## config.mk

```make
export PLATFORM = sky130hd
export DESIGN_NAME = uart_host_ctrl
export DESIGN_NICKNAME = d
export VERILOG_FILES = /design/src/rtl/uart_host_ctrl.sv
export SDC_FILE = /design/constraint.sdc
export NUM_CORES = 1
export LEC_CHECK = 0
export ABC_AREA = 1
export BUFFER_PORTS_ARGS = -buffer_cell sky130_fd_sc_hd__buf_2
export CORE_ASPECT_RATIO = 1.1
export CORE_UTILIZATION = 48
export CTS_CLUSTER_DIAMETER = 60
export DETAILED_ROUTE_END_ITERATION = 12
export MAX_ROUTING_LAYER = met4
export PLACE_DENSITY = 0.85
export SYNTH_ARGS = -nofsm -noshare
export SYNTH_HDL_FRONTEND = slang
export SYNTH_SLANG_ARGS = --single-unit
export TNS_END_PERCENT = 100
```

## constraint.sdc

```tcl
create_clock -name CLK -period 4.05 [get_ports CLK]
set_input_delay 0.2025 -clock CLK [delete_from_list [all_inputs] [get_ports CLK]]
set_output_delay 0.2025 -clock CLK [all_outputs]
set_load 0.02 [all_outputs]
```

## src/rtl/uart_host_ctrl.sv

```systemverilog
// Bridges a valid/ready byte stream onto a strobed UART register port with round-robin arbitration.
// Optional saturating error counters are built only when UART_HOST_ERR_CNT_EN is defined.
module uart_host_ctrl #(
   parameter int SETTLE_CYCLES   = 2,
   parameter int DROP_PARITY_ERR = 1
) (
   input  logic        CLK,
   input  logic        RESET_N,
   input  logic [7:0]  tx_data,
   input  logic        tx_valid,
   output logic        tx_ready,
   output logic [7:0]  rx_data,
   output logic        rx_valid,
   input  logic        rx_ready,
   output logic        CSN,
   output logic        WEN,
   output logic        OEN,
   output logic [7:0]  UDATA_W,
   input  logic [7:0]  UDATA_R,
   input  logic        TXRDY,
   input  logic        RXRDY,
   input  logic        PARITY_ERR,
   input  logic        FRAMING_ERR,
   input  logic        OVERFLOW,
   output logic [23:0] err_cnt
);

   typedef enum logic [1:0] {IDLE, WRITE, READ, SETTLE} state_t;

   localparam logic GRANT_RX = 1'b0;
   localparam logic GRANT_TX = 1'b1;
   localparam logic DROP     = (DROP_PARITY_ERR != 0);
   localparam logic [3:0] SETTLE_LAST = 4'(SETTLE_CYCLES - 1);

   state_t     state;
   state_t     state_nxt;
   logic       last_grant;
   logic       last_grant_nxt;
   logic [3:0] settle_cnt;
   logic [7:0] wdata_q;
   logic       rx_pend;
   logic       tx_pend;

   assign rx_pend = RXRDY & ~rx_valid;
   assign tx_pend = tx_valid & TXRDY;

   always_comb begin
      state_nxt      = state;
      last_grant_nxt = last_grant;
      CSN            = 1'b1;
      WEN            = 1'b1;
      OEN            = 1'b1;
      tx_ready       = 1'b0;
      case (state)
         IDLE: begin
            if (rx_pend && tx_pend) begin
               if (last_grant == GRANT_TX) begin
                  state_nxt      = READ;
                  last_grant_nxt = GRANT_RX;
               end else begin
                  state_nxt      = WRITE;
                  last_grant_nxt = GRANT_TX;
               end
            end else if (rx_pend) begin
               state_nxt      = READ;
               last_grant_nxt = GRANT_RX;
            end else if (tx_pend) begin
               state_nxt      = WRITE;
               last_grant_nxt = GRANT_TX;
            end
         end
         WRITE: begin
            CSN       = 1'b0;
            WEN       = 1'b0;
            tx_ready  = 1'b1;
            state_nxt = SETTLE;
         end
         READ: begin
            CSN       = 1'b0;
            OEN       = 1'b0;
            state_nxt = SETTLE;
         end
         SETTLE: begin
            if (settle_cnt == SETTLE_LAST) begin
               state_nxt = IDLE;
            end
         end
         default: state_nxt = IDLE;
      endcase
   end

   // The write bus shows live tx_data during WRITE and otherwise holds the last byte written.
   assign UDATA_W = (state == WRITE) ? tx_data : wdata_q;

   always_ff @(posedge CLK or negedge RESET_N) begin
      if (!RESET_N) begin
         state      <= IDLE;
         last_grant <= GRANT_TX;
         settle_cnt <= 4'd0;
         wdata_q    <= 8'h00;
      end else begin
         state      <= state_nxt;
         last_grant <= last_grant_nxt;
         if (state == SETTLE && state_nxt == SETTLE) begin
            settle_cnt <= settle_cnt + 4'd1;
         end else begin
            settle_cnt <= 4'd0;
         end
         if (state == WRITE) begin
            wdata_q <= tx_data;
         end
      end
   end

   // Single-entry receive buffer; a full buffer blocks further reads via rx_pend.
   always_ff @(posedge CLK or negedge RESET_N) begin
      if (!RESET_N) begin
         rx_data  <= 8'h00;
         rx_valid <= 1'b0;
      end else if (state == READ) begin
         rx_data  <= UDATA_R;
         rx_valid <= ~(PARITY_ERR & DROP);
      end else if (rx_valid && rx_ready) begin
         rx_valid <= 1'b0;
      end
   end

`ifdef UART_HOST_ERR_CNT_EN
   logic [2:0] status_now;
   logic [2:0] status_q;
   logic [7:0] cnt_q [3];

   assign status_now = {OVERFLOW, FRAMING_ERR, PARITY_ERR};

   always_ff @(posedge CLK or negedge RESET_N) begin
      if (!RESET_N) begin
         status_q <= 3'b000;
         for (int i = 0; i < 3; i++) begin
            cnt_q[i] <= 8'h00;
         end
      end else begin
         status_q <= status_now;
         for (int i = 0; i < 3; i++) begin
            if (status_now[i] && !status_q[i] && cnt_q[i] != 8'hFF) begin
               cnt_q[i] <= cnt_q[i] + 8'd1;
            end
         end
      end
   end

   assign err_cnt = {cnt_q[2], cnt_q[1], cnt_q[0]};
`else
   logic unused_status;
   assign unused_status = FRAMING_ERR ^ OVERFLOW;
   assign err_cnt       = 24'h0;
`endif

endmodule

```

## Word-level counts from Yosys, hierarchy flattened

Index checks and enable logic that the tools add are counted.

| storage, ports and cells | value |
|---|---|
| register bits | 24 |
| latch bits | 0 |
| bits in writable memories | 0 |
| ROM bits | 0 |
| bits of input ports | 25 |
| output and inout port bits | 45 |
| logic and storage cells | 42 |
| memories kept | 0 |

| operators by class | value |
|---|---|
| add/sub/neg operators | 1 |
| multipliers | 0 |
| divide/modulo/power cells | 0 |
| order comparisons | 0 |
| equal/unequal tests | 5 |
| shift operators | 0 |
| multiplexer cells | 18 |
| bitwise logic cells | 4 |
| reduce and logical (&&, ||, !) cells | 8 |

Operators with widths:

| cell | count |
|---|---|
| two-way mux 1 bit | 10 |
| two-way mux 2 bit | 5 |
| two-way mux 8 bit | 1 |
| equality test 2 bit (second input constant) | 3 |
| case mux 2 bit (3 select lines) | 1 |
| adder 4 x 1 -> 4 bit (second input constant) | 1 |
| equality test 4 x 1 -> 1 bit (second input constant) | 1 |
| two-way mux 4 bit | 1 |
| logical AND 1 bit | 3 |
| nonzero test 3 bit | 1 |
| bitwise AND 1 bit | 2 |
| equality test 2 x 1 -> 1 bit (second input constant) | 1 |
| zero test 2 bit | 1 |
| inverter 1 bit | 2 |
| AND reduction 2 bit | 1 |
| nonzero test 2 bit | 1 |
| OR reduction 2 bit | 1 |

## Logic depth before layout (Yosys ltp)

| depth | value |
|---|---|
| depth in word-level cells | 8 |
| gate-level depth with buffers | 7 |
| depth with buffers taken out | 7 |

## Worst setup path before layout

OpenSTA, ideal clock, no wires.

| timing | value |
|---|---|
| path kind | reg-to-output |
| from | register state[1] |
| to | output port UDATA_W[0] |
| data arrival time | 1.536 ns |
| path slack | 2.311 ns |
| stages on the path, launching flop included | 7 |
| buffers on the path | 1 |
| path through | dfrtp_1 inv_1 ha_1 buf_2 clkinv_1 nand2_1 nand2_1 |

| on the way | value |
|---|---|
| word-level cells in the longest chain between the ends | 2 |

RTL lines:

| item | line | text |
|---|---|---|
| from (decl) | 35 | `state_t state;` |
| from (signal assigned) | 102 | `state <= state_nxt;` |
| equality test 2 x 1 -> 1 bit | 93 | `assign UDATA_W = (state == WRITE) ? tx_data : wdata_q;` |
| two-way mux 8 bit | n/a |  |
| to (decl) | 18 | `output logic [7:0] UDATA_W,` |

No other way between the ends.

## Worst setup path in the final report

| timing | value |
|---|---|
| from | register state[1] |
| to | output port UDATA_W[1] |

The elaborated chain is that of the path after synthesis.

==> run_results.csv <==
group,metric,value,unit
global_route,grt_pass1_wl,3.59,mm
critical_path,arrival,1.96,ns
critical_path,worstReg2RegStart,"state[1]",
power_and_ir_drop,p_leak,0.900,nW
clock_network,cts_root_buf,"clkbuf_4",
yosys,syn_area_per_cell,8.41,µm²
floorplanning,chipWidth,52,µm
global_route,track_usage,0.165,
sta,rsz0062_at_grt,"no",
clock_network,clk_path_buf_depth,2,
sta,relSlewSlack,0.663,
yosys,yosys_warnings,0,
sta,finalSetupViolations,0,
layout,antenna_cells,0,
clock_network,cts_made_buffers,3,
drt,viasPerCell,4.31,
floorplanning,ioPinCount,70,
yosys,synth_edf_count,0,
power_and_ir_drop,p_total,1.25,mW
global_route,grt_pass1_vias,882,
power_and_ir_drop,peakVddDrop,549,µV
critical_path,cp.required,3.85,ns
yosys,synth_cell_type_count,20,
place,place_congestion,0.794,
yosys,yosysTopAreaCellShare,0.436,
layout,nNetsFinal,234,
yosys,synth_cells,157,
place,io_buffers,43,
clock_network,cts_tree,"done",
yosys,synthXorXnorAreaFrac,0.0133,
hold_path,holdCritPathClass,"in2reg",
status,status,"completed",
sta,timing.final.crit_share,0.533,
global_route,grt.busiest_layer,"met2",
yosys,synthAdderAreaFrac,0.0664,
floorplanning,die_h,57,µm
clock_network,clock-sinks,24,
clock_network,cts-htree-levels,1,
sta,setup_tns,0,ns
critical_path,critPathKind,"reg2out",
run,maxCapViolCount,0,
yosys,ys_seq_area_frac,0.456,
sta,hold_viol_final,0,
global_route,grt_util_met3,0.00800,
yosys,ys_top_cells_by_count,"nand2_1 (61), buf_4 (24), dfrtp_1 (23)",
critical_path,crit_fanout,10,
yosys,yosysMostFrequentCell,"nand2_1",
global_route,use_met1,0.186,
layout,drive_above_1_share,0.289,
drt,antenna_left,0,
yosys,synth_compound_area_frac,0.0152,
drt,drc,0,
global_route,grt_use_met2,0.297,
floorplanning,start_util,0.519,
floorplanning,rows,19,
yosys,synth_top_cells_by_area,"dfrtp_1 (44%), nand2_1 (17%), buf_4 (14%)",
critical_path,endpoint_kind,"output port",
global_route,antenna_found_initial,0,
sta,fin_skew,0.00120,ns
yosys,netlist_area,1320,µm²
yosys,synth-seq-cells,24,
sta,max_freq,463,MHz
yosys,yosysTopAreaCell,"dfrtp_1",
clock_network,clk_pin_slew_worst_paths,0.12,ns
floorplanning,coreArea,2540,µm²
yosys,synthArstFlopShare,1.00,
sta,whs,0.0556,ns
clock_network,cts_setup_buffers,0,
yosys,synth_top_family_by_area,"simple AND/OR/NAND/NOR gates",
floorplanning,die-area,2960,µm²
critical_path,crit_path_start_kind,"register",
power_and_ir_drop,power_density,819,nW/µm²
sta,fin_crit,2.16,ns
drt,drt_wl_total,2.15,mm
drt,vias,1001,
sta,report.final.slew_viol_count,0,
global_route,grt_overflow,0,
clock_network,clkLatencyLatePin,0.30,ns
drt,drt-pass1-iter-count,4,
critical_path,startpoint,"state[1]",
place,hpwlAfterDp,1.67,mm
yosys,synth_ff_type,"dfrtp_1",
yosys,synth_mux_area_frac,0,
clock_network,cts.repair.resized,0,
yosys,synth-simple-area-share,0.256,
drt,drt_iter0_markers,14,
layout,syn_to_final_growth,15.7,%
hold_path,hold_start,"PARITY_ERR",
drt,wl_per_cell,9.28,µm
global_route,grt_max_degree,25,
sta,tightestPinTransition,0.505,ns
[worst max-delay path, cell delays in order, from the launching register on]
cell	delay [ns]
dfrtp_1	0.45
inv_1	0.12
ha_1	0.39
clkinv_1	0.32
nand2_1	0.14
nand2_1	0.08
buf_2	0.16
[cell type report]
class / instances / area (µm²)
multi-input combinational: 114 / 553
tap: 31 / 38.8
sequential: 24 / 602
fill: 232 / 1020
timing repair buffer: 44 / 225
clock buffer: 3 / 22.5
clock inverter: 1 / 30.0
inverter: 15 / 56.3
[cell usage in the layout, fill, tap and decap left out, drive strengths merged, types with 3 or more instances in the layout]
cell type	n
nand2	65
buf	43
conb	24
dfrtp	23
inv	12
ha	7
nor2	5
nor3	4
clkinv	3
o21ai	3
clkbuf	3
nand3	3
[cell families (layout without fill, tap and decap cells)]
family | count (synthesis) | count (layout)
flops | 24 | 24
other cells | 1 | 24
simple gates | 77 | 77
buf+inv | 42 | 63
fa+ha+maj | 7 | 7
xor+xnor | 2 | 2
compound gates | 4 | 4
[report_power, final]
group / switching (mW) / total [mW] / internal (mW)
clock: 0.0662 / 0.166 / 0.0999
combinational: 0.479 / 0.690 / 0.211
sequential: 0.0506 / 0.396 / 0.345
[path summary, 6_finish.rpt]
check                      slack, ns          to  cells past startpoint
max                             1.89  UDATA_W[1]                      6
max reg2reg                     2.45  wdata_q[1]                      5
max in group asynchronous       3.29  last_grant                      2
min reg2reg                     0.48  wdata_q[3]                      2
min                             0.06    rx_valid                      2
min in group asynchronous       0.41  rx_data[5]                      2
[routing by layer]
layer	share of wire	up-vias
li1	-	508
met3	0.040	2
met2	0.53	34
met5	0	-
met1	0.42	457
met4	0.013	0
[sequential cells by signal, indices dropped and copies added (netlist names)]
signal and flops:
rx_data 8, wdata_q 8, settle_cnt 4, state 2
last_grant 1, rx_valid 1
[what timing repair did]
action | CTS | global route
endpoints found under the hold margin | 23 | 0
setup endpoints to repair | 0 | 0
hold buffers | 1 | 0
[metrics by stage]
step / instances / setup WS (ns) / util / cell area, µm²
after floorplan: 180 / 2.31 / - / 1410
after global placement: 227 / 2.30 / 0.576 / 1470
after detailed placement: 227 / 2.26 / 0.576 / 1470
after CTS: 232 / 1.89 / 0.601 / 1530
after global routing: 232 / 1.68 / 0.601 / 1530
final: 232 / 1.89 / 0.601 / 1530
Note: power is estimated with default switching activity, not from simulation.
